<file path="config.mk">
export PLATFORM = sky130hd
export DESIGN_NAME = uart_copi_tx_arbiter
export DESIGN_NICKNAME = d
export VERILOG_FILES = /design/src/rtl/uart_copi_tx_arbiter.sv
export SDC_FILE = /design/constraint.sdc
export NUM_CORES = 1
export LEC_CHECK = 0
export CAP_MARGIN = 20
export CORE_MARGIN = 2
export CORE_UTILIZATION = 38
export CTS_BUF_LIST = sky130_fd_sc_hd__clkbuf_8
export DETAILED_ROUTE_END_ITERATION = 12
export PLACE_DENSITY = 0.79
export SETUP_SLACK_MARGIN = 0.02
export SLEW_MARGIN = 20
export SYNTH_ARGS = -nofsm -noshare
export SYNTH_HDL_FRONTEND = slang
export SYNTH_SLANG_ARGS = --single-unit
</file>
<file path="constraint.sdc">
create_clock -name CLK -period 2.4 [get_ports CLK]
set_clock_uncertainty 0.05 [all_clocks]
set_input_delay 0.72 -clock CLK [delete_from_list [all_inputs] [get_ports CLK]]
set_output_delay 0.72 -clock CLK [all_outputs]
set_load 0.05 [all_outputs]
</file>
<file path="src/rtl/uart_copi_tx_arbiter.sv">
// Round-robin arbiter sharing one uart_copi transmitter between N_REQ byte requesters.
// Optional watchdog on LAUNCH/WAIT_DONE is enabled by defining UART_COPI_ARB_TIMEOUT_EN.
module uart_copi_tx_arbiter #(
    parameter int N_REQ          = 4,
    parameter int ID_W           = 2,
    parameter int TIMEOUT_CYCLES = 64
) (
    input  logic                 CLK,
    input  logic                 RESET,
    input  logic [N_REQ-1:0]     REQ_VALID,
    input  logic [8*N_REQ-1:0]   REQ_DATA,
    output logic [N_REQ-1:0]     REQ_READY,
    input  logic [1:0]           TX_STATE,
    output logic [7:0]           TX_DATA,
    output logic                 TX_START,
    output logic                 BUSY,
    output logic [ID_W-1:0]      GRANT_ID,
    output logic                 TIMEOUT_ERR
);

    localparam int SW = ID_W + 1;

    if (ID_W != $clog2(N_REQ) || N_REQ < 2 || N_REQ > 8 ||
        TIMEOUT_CYCLES < 1 || TIMEOUT_CYCLES > 255) begin : g_bad_cfg
        $error("uart_copi_tx_arbiter: illegal parameter combination");
    end

    typedef enum logic [1:0] {
        IDLE,
        LAUNCH,
        WAIT_DONE
    } state_t;

    state_t          state;
    logic [ID_W-1:0] ptr;
    logic [ID_W-1:0] next_ptr;
    logic            tx_idle;
    logic            found;
    logic [ID_W-1:0] win;
    logic [ID_W-1:0] cand;
    logic [SW-1:0]   sum;
    logic [7:0]      win_data;

    assign tx_idle  = (TX_STATE == 2'b00) || (TX_STATE == 2'b11);
    assign next_ptr = (GRANT_ID == ID_W'(N_REQ - 1)) ? '0 : GRANT_ID + 1'b1;

    // Search upward from ptr, wrapping past N_REQ-1, first set bit wins.
    always_comb begin
        found = 1'b0;
        win   = '0;
        sum   = '0;
        cand  = '0;
        for (int unsigned off = 0; off < N_REQ; off++) begin
            sum = {1'b0, ptr} + SW'(off);
            if (sum >= SW'(N_REQ)) begin
                sum = sum - SW'(N_REQ);
            end
            cand = sum[ID_W-1:0];
            if (!found && REQ_VALID[cand]) begin
                found = 1'b1;
                win   = cand;
            end
        end
    end

    always_comb begin
        win_data = '0;
        for (int unsigned i = 0; i < N_REQ; i++) begin
            if (win == ID_W'(i)) begin
                win_data = REQ_DATA[8*i +: 8];
            end
        end
    end

`ifdef UART_COPI_ARB_TIMEOUT_EN
    logic [7:0] wd_cnt;
    logic       leaving;
    logic       abort;

    assign leaving = ((state == LAUNCH) && (TX_STATE == 2'b10)) ||
                     ((state == WAIT_DONE) && tx_idle);
    // A normal exit on the same cycle as expiry takes precedence over the abort.
    assign abort   = (state != IDLE) && !leaving && ((wd_cnt + 8'd1) == 8'(TIMEOUT_CYCLES));
`else
    assign TIMEOUT_ERR = 1'b0;
`endif

    always_ff @(posedge CLK) begin
        if (!RESET) begin
            state     <= IDLE;
            ptr       <= '0;
            REQ_READY <= '0;
            TX_DATA   <= '0;
            TX_START  <= 1'b0;
            BUSY      <= 1'b0;
            GRANT_ID  <= '0;
`ifdef UART_COPI_ARB_TIMEOUT_EN
            TIMEOUT_ERR <= 1'b0;
            wd_cnt      <= '0;
`endif
        end else begin
            REQ_READY <= '0;
            case (state)
                IDLE: begin
                    if (found && tx_idle) begin
                        TX_DATA        <= win_data;
                        GRANT_ID       <= win;
                        REQ_READY[win] <= 1'b1;
                        TX_START       <= 1'b1;
                        BUSY           <= 1'b1;
                        state          <= LAUNCH;
                    end
                end
                LAUNCH: begin
                    if (TX_STATE == 2'b10) begin
                        TX_START <= 1'b0;
                        state    <= WAIT_DONE;
                    end
                end
                WAIT_DONE: begin
                    if (tx_idle) begin
                        BUSY  <= 1'b0;
                        ptr   <= next_ptr;
                        state <= IDLE;
                    end
                end
                default: begin
                    TX_START <= 1'b0;
                    BUSY     <= 1'b0;
                    state    <= IDLE;
                end
            endcase
`ifdef UART_COPI_ARB_TIMEOUT_EN
            TIMEOUT_ERR <= 1'b0;
            if (state == IDLE || leaving || abort) begin
                wd_cnt <= '0;
            end else begin
                wd_cnt <= wd_cnt + 8'd1;
            end
            if (abort) begin
                TX_START    <= 1'b0;
                TIMEOUT_ERR <= 1'b1;
                BUSY        <= 1'b0;
                ptr         <= next_ptr;
                state       <= IDLE;
            end
`endif
        end
    end

endmodule

</file>
## After elaboration in Yosys (flattened, before gate mapping)

Cells that the tools add are included.

- Shift-type cells: 0
- Multipliers: 0
- Bitwise operators: 2
- Multiplexer cells: 36
- $add $sub $neg: 8
- Equal/unequal tests: 11
- Reduce and logical (&&, ||, !) cells: 18
- Divide/modulo/power cells: 0
- Magnitude comparators: 10

Operators by type and width:

| cell | count |
|---|---|
| $mux W8 | 4 |
| $mux W2 | 12 |
| $lt A2 B3 Y1 const B | 5 |
| $eq A2 B2 Y1 const B | 6 |
| $mux W1 | 12 |
| $reduce_and A3 Y1 | 4 |
| $ge A3 B3 Y1 const B | 3 |
| $bmux W1 S2 | 4 |
| $sub A2 B1 Y2 const B | 4 |
| $add A2 B2 Y3 const B | 2 |
| $logic_not A2 Y1 | 3 |
| $ne A2 B2 Y1 const B | 3 |
| $pmux W1 S3 | 2 |
| $pmux W2 S3 | 1 |
| $logic_and A1 B1 Y1 | 5 |
| $eq A2 B1 Y1 const B | 2 |
| $reduce_and A2 Y1 | 2 |
| $add A2 B1 Y3 const B | 1 |
| $ge A2 B3 Y1 const B | 1 |
| $logic_not A1 Y1 | 3 |
| $add A2 B1 Y2 const B | 1 |
| $demux W1 S2 | 1 |
| $ge A2 B1 Y1 const B | 1 |
| $not A1 Y1 | 2 |
| $logic_or A1 B1 Y1 | 1 |

- RAM bits: 0
- Bits of input ports: 40
- Latch bits: 0
- Memories kept: 0
- ROM bits: 0
- Flip-flop bits (word level): 20
- Output and inout port bits: 17
- Word-level logic and storage cells: 92

## Depth between registers and ports, before layout

Gate-level depths: netlist of the first run.

- Depth in word-level cells: 19
- Depth in mapped cells: 10
- Gate-level depth less buffers: 7

## Worst setup path before layout of the first run

OpenSTA, ideal clock, no wires.

- Path kind: input -> register
- From: in TX_STATE[0]
- To: reg TX_DATA[1]
- Stages on the path: 10
- Required time: 2.287 ns
- Slack: -0.006 ns
- Setup time: 0.063 ns
- Buffers on the path: 3
- Arrival time: 2.293 ns
- Cell sequence: inv_1 ha_1 o41ai_2 or4_1 buf_4 and3b_1 buf_6 buf_12 a32oi_1 nand3_1

- Cells in the longest elaborated chain, start to end: 4
- Elaborated cells between the ends (all ways): 5
- Those cells by class: eq/ne: 1; reduce/logical: 4

RTL lines:

| element | line | RTL |
|---|---|---|
| start, declared | 13 | `input logic [1:0] TX_STATE,` |
| $eq A2 B2 Y1 or $logic_not A2 Y1 (tied branches) | 44 | `assign tx_idle = (TX_STATE == 2'b00) \|\| (TX_STATE == 2'b11);` |
| $logic_or A1 B1 Y1 * | 44 |  |
| $logic_and A1 B1 Y1 * | 105 | `if (found && tx_idle) begin` |
| $reduce_and A2 Y1 (no line) * | - |  |
| end signal, assigned | 106 | `TX_DATA <= win_data;` |
| end, declared | 14 | `output logic [7:0] TX_DATA,` |

Mark *: on every way between the ends. The rest lies on a longest branch, timed or not.
A chain may end at the register's enable or synchronous reset.

## Worst setup path after layout of the first run

- From: in TX_STATE[1]
- To: reg TX_DATA[0]

The elaborated chain is that of the path after synthesis.

==> results.cfg, run 1 <==
[status]
outcome = complete, no violations

[die]
die_w_um = 59.6
row_count = 20
io_pins = 57
coreArea_sq_mm = 0.00300
initial_utilization = 0.391
fp.dieH_um = 59.6
dieArea_sq_mm = 0.00355

[setup_path]
path_cells = dlygate4sd2_1 -> ha_4 -> o41ai_2 -> or4_4 -> buf_4 -> buf_6 -> o41a_1 -> o211ai_1
start_kind = input pin
cp_max_fo = 4
cpLargestDelayFamily = buffers and inverters
r2r_slack_ns = 0.61
crit_type = input pin to flip-flop
cp.required_ns = 2.54
cp_num_buf_inv = 3
cp_data_arrival_time_ns = 2.48
cp-end-kind = flip-flop
critPathSlowestCell = or4_4
slowest_delay_ns = 0.43

[routing]
drt_first_pass_iters = 4
ant_nets = 0
avgRoutedWirePerCell_um = 15.1
drc = 0
vias = 1348
detail_route.iter0.violations = 64
wirelength_um = 3740
viasPerCell = 5.46

[power_and_ir_drop]
p_leak_nw = 0.857
p_total_mw = 1.02
ir_drop_mv = 0.262
powerDensity_mw_per_mm2 = 499

[place]
placed_cells = 240
dp_hpwl_um = 2830
port_buffers = 55
gp_congestion = 0.831
place_area_sq_mm = 0.00190

[clock_network]
h-tree-depth = 1
clockBufferDepth = 2
cts_sinks = 20
cts_tree = done
ctsHoldBuffers = 0
cts_root_buffer = clkbuf_8
path_clk_slew_ns = 0.07
clk_latency_ns = 0.26
cts_buffers = 3

[synthesis]
synth_flop_cell = dfxtp_1
synth-warning-count = 0
seq_area_frac_synth = 0.341
yosysTopAreaCell = dfxtp_1
syn-num-nets = 181
syn_inst = 139
yosysMostFrequentCell = dfxtp_1
syn_area_per_cell_sq_um = 8.44
syn-cell-area_sq_mm = 0.00117
synth_area_leaders = dfxtp_1 34%, nand3_1 7.7%, a21bo_2 6.0%, a32oi_1 5.2%, o31ai_1 4.5%
ys_types = 37
synth_edf_count = 0
synth.top_cell.area_share = 0.341
synthArstFlopShare = 0
ys_top_cells_by_count = 20 x dfxtp_1, 18 x nand3_1, 8 x nor2_1
ys_seq_elements = 20

[layout]
fin_area_sq_mm = 0.00205
utilization = 0.684
num_antenna_cells = 0
nNetsFinal = 257
fillers = 242
regArea_sq_um = 400
fin_cells = 247
area_delta_synth_final_pct = 74.9
multi_input_area_sq_um = 722
drive_gt1_frac = 0.234

[timing]
finalCritPeriodShare = 0.973
tightest_slew_ns = 0.514
whs_ns = 0.431
fin_crit_ns = 2.33
fmax_mhz = 428
hold_viol = 0
slew_headroom = 0.656
slew_viol_final = 0
setup_viol = 0
rsz0062_at_grt = false

[global_routing]
grt_pass1_vias = 1333
grt_usage = 0.214
grt.overflow.total = 0
antenna_found_initial = 0
grt_first_pass_wirelength_um = 5760
grt_start_max_net_pins = 12

[hold_path]
hold_class = flip-flop to flip-flop

[run]
drv_cap = 0
layout by cell type (no fill, tap or decap), drive strengths merged, types with 2 or more instances in the layout:
cell type / Yosys / routed
nor2: 8 / 8
and2: 6 / 6
inv: 8 / 8
nand2: 4 / 4
o21ai: 2 / 2
a32oi: 7 / 7
buf: 6 / 25
clkbuf: 3 / 4
nand4: 7 / 7
a21bo: 7 / 7
dlygate4sd2: 0 / 2
o31ai: 7 / 7
clkdlybuf4s50: 0 / 50
or3: 2 / 2
nand2b: 3 / 3
ha: 2 / 2
dfxtp: 20 / 20
nand3: 18 / 18
dlymetal6s2s: 0 / 3
nor3: 6 / 6
a21oi: 6 / 6
mux2i: 3 / 3
o21bai: 2 / 2
state kept, by name, summed over array words and instances, names as in the netlist:
name,flops
ptr,2
state,2
BUSY,1
TX_START,1
TX_DATA,8
REQ_READY,4
GRANT_ID,2
where the power goes:
group	total (mW)	switching, mW	leakage [nW]	internal [mW]
sequential	0.381	0.0211	0.164	0.360
combinational	0.385	0.197	0.664	0.188
clock	0.258	0.112	0.0288	0.146
worst paths after layout:
check,start,endpoint,cells after the start
hold reg to reg,TX_DATA[1]$_SDFFE_PN0P_,TX_DATA[1]$_SDFFE_PN0P_,2
hold / removal,TX_DATA[1]$_SDFFE_PN0P_,TX_DATA[1]$_SDFFE_PN0P_,2
setup reg to reg,state[0]$_SDFFE_PN0P_,TX_DATA[0]$_SDFFE_PN0P_,5
setup / recovery,TX_STATE[1],TX_DATA[0]$_SDFFE_PN0P_,8
cells by family after synthesis:
family                     after synthesis  synth area share
and+or+nand+nor                         58             0.265
AOI/OAI and AO/OA                       38             0.260
DFF                                     20             0.341
buffers and inverters                   17            0.0832
muxes                                    3            0.0256
adders and majority gates                2            0.0213
other                                    1           0.00320
routing by layer:
layer  vias up  GRT usage  wire length [um]
met2        56      0.374              1870
met3         7     0.0197               225
li1        671          -                 -
met1       614      0.266              1560
met5         -          0                 0
met4         0     0.0952                82
worst register-to-register path, cell delays in order, from the launching register on:
cell      delay, ns
dfxtp_1        0.38
or4_4          0.57
buf_4          0.16
buf_6          0.11
o41a_1         0.36
o211ai_1       0.09
metrics by stage:
stage,setup slack [ns],TNS (ns)
2_1_floorplan,0.0301,0
4_1_cts,0.0204,0
3_3_place_gp,-0.332,-3.50
3_5_place_dp,-0.372,-3.87
5_1_grt,0.0213,0
6_report,0.0657,0
final cells by class:
type | count | area share
clock buffer | 4 | 0.0268
inverter | 8 | 0.0146
multi-input combinational | 102 | 0.352
sequential | 20 | 0.195
tap | 33 | 0.0201
timing repair buffer | 80 | 0.392
what timing repair did:
action / CTS / global route
gates resized for setup: 10 / 7
buffers inserted: 0 / 2
gates cloned: 1 / 0
setup endpoints to repair: 8 / 9
pin swaps: 8 / 4
No activity file was read; power rests on OpenSTA's default activity.
==> run 2, diff against run 1 <==
- CAP_MARGIN: 20 -> 15
- SETUP_SLACK_MARGIN: 0.02 -> 0.15
==> run 2 against run 1 <==
Effect of this change:
- non-clock buffer count decreased by 2
- global-route usage increased by 0.43 points
- maximum frequency increased by 5.9%
- via count increased by 0.96%
- clock-buffer cell count decreased by 1
- sequential share of layout area increased by 0.20 points
- wire length increased by 0.75%
==> results.cfg, run 2 (synthesis results as in run 1) <==
[power_and_ir_drop]
p_comb_frac = 0.346
ir_drop_mv = 0.417
powerDensity_mw_per_mm2 = 543
netSwitchingPower_mw = 0.338
p_leak_nw = 0.879
power.clock.fraction = 0.307
sw_frac_of_total = 0.306
internal_power_mw = 0.766
pwr-share-seq = 0.346

[timing]
fin_tns_setup_ns = 0
fmax_mhz = 454
tightest_slew_ns = 0.524
slew_headroom = 0.650
whs_ns = 0.448
hold_viol = 0
setup_viol = 0
slew_viol_final = 0
finalCritPeriodShare = 0.918
fin_crit_ns = 2.20
rsz0062_at_grt = true

[layout]
largest_reg_flops = 8
utilization = 0.677
final_common_cell = clkdlybuf4s50_1
regMostFlops = TX_DATA
drive_gt1_frac = 0.217
mostFrequentLayoutCells = 45 x clkdlybuf4s50_1, 21 x buf_4, 20 x dfxtp_1
nNetsFinal = 255
num_antenna_cells = 0
area_delta_synth_final_pct = 73.1
fin_cells = 245
reg_top3 = TX_DATA: 8 flops, REQ_READY: 4 flops

[die]
coreArea_sq_mm = 0.00300
die_w_um = 59.6
initial_utilization = 0.391
row_count = 20
dieArea_sq_mm = 0.00355
io_pins = 57
fp.dieH_um = 59.6

[place]
dp_hpwl_um = 2900
gp_congestion = 0.776
placed_cells = 240
port_buffers = 55

[global_routing]
grt_first_pass_wirelength_um = 5820
antenna_found_initial = 0
grt_usage = 0.219
grt.overflow.total = 0
grt_pass1_vias = 1326
grt_start_max_net_pins = 13

[clock_network]
ctsHoldBuffers = 0
h-tree-depth = 1
clk_latency_ns = 0.26
cts_sinks = 20
path_clk_slew_ns = 0.07
cts_tree = done
cts_root_buffer = clkbuf_8
cts_setup_buffers = 0
clockBufferDepth = 2
cts_buffers = 3

[setup_path]
cp-end-kind = flip-flop
cp.required_ns = 2.49
reg2reg_from = ptr[1]$_SDFFE_PN0P_
start_kind = input pin
cp_data_arrival_time_ns = 2.30
startpoint = REQ_VALID[2]
crit_type = input pin to flip-flop
cp_max_fo = 8

[routing]
detail_route.iter0.violations = 86
drt_first_pass_iters = 4
viasPerCell = 5.56
wirelength_um = 3760
vias = 1361
avgRoutedWirePerCell_um = 15.4
drc = 0
ant_nets = 0

[hold_path]
hold_path.startpoint = TX_DATA[2]$_SDFFE_PN0P_
hold_class = flip-flop to flip-flop

[status]
outcome = complete, no violations

[run]
drv_cap = 0
-- run 2: per-layer routing --
metal / track usage / wire [um]
met5: 0 / 0
met4: 0.108 / 88
met2: 0.385 / 1880
met3: 0.0284 / 251
met1: 0.259 / 1540
-- run 2: final timing paths --
path / end / slack [ns] / cells past startpoint
hold / removal: TX_DATA[2]$_SDFFE_PN0P_ / 0.45 / 2
setup reg to reg: TX_DATA[6]$_SDFFE_PN0P_ / 0.62 / 6
hold reg to reg: TX_DATA[2]$_SDFFE_PN0P_ / 0.45 / 2
setup / recovery: TX_DATA[6]$_SDFFE_PN0P_ / 0.20 / 7
-- run 2: power by group through the flow --
stage,Sequential (mW),Clock (mW),Combinational (mW)
finish,0.382,0.339,0.382
global route,0.385,0.358,0.405
CTS,0.382,0.349,0.381
detailed placement,0.388,0,0.376
global placement,0.387,0,0.371
floorplan,0.467,0,0.119
-- run 2: repair_timing --
| item | CTS | global route |
|---|---|---|
| pin swaps | 5 | 3 |
| cloned | 1 | 0 |
| gates resized for setup | 19 | 5 |
| endpoints found under the setup margin | 17 | 10 |
-- run 2: area by class of cell --
cell class / count / area, sq um
clock buffer: 3 / 41.3
clock inverter: 1 / 30.0
fill: 237 / 971
inverter: 8 / 42.5
multi-input combinational: 102 / 714
sequential: 20 / 400
tap: 33 / 41.3
timing repair buffer: 78 / 762
-- run 2: through the flow --
| step | setup WS, ns | area, sq um | power, mW |
|---|---|---|---|
| after floorplan | 0.0607 | 1210 | 0.587 |
| after global placement | -0.485 | 1920 | 0.758 |
| after detailed placement | -0.529 | 1920 | 0.765 |
| after CTS | 0.135 | 2020 | 1.11 |
| after global routing | 0.136 | 2030 | 1.15 |
| final | 0.196 | 2030 | 1.10 |
-- run 2: worst max-delay path, stage by stage --
cell,delay [ns]
dlygate4sd2_1,0.28
o41ai_4,0.37
or4_4,0.18
and3b_2,0.25
buf_12,0.15
a32oi_2,0.22
nand3_1,0.12
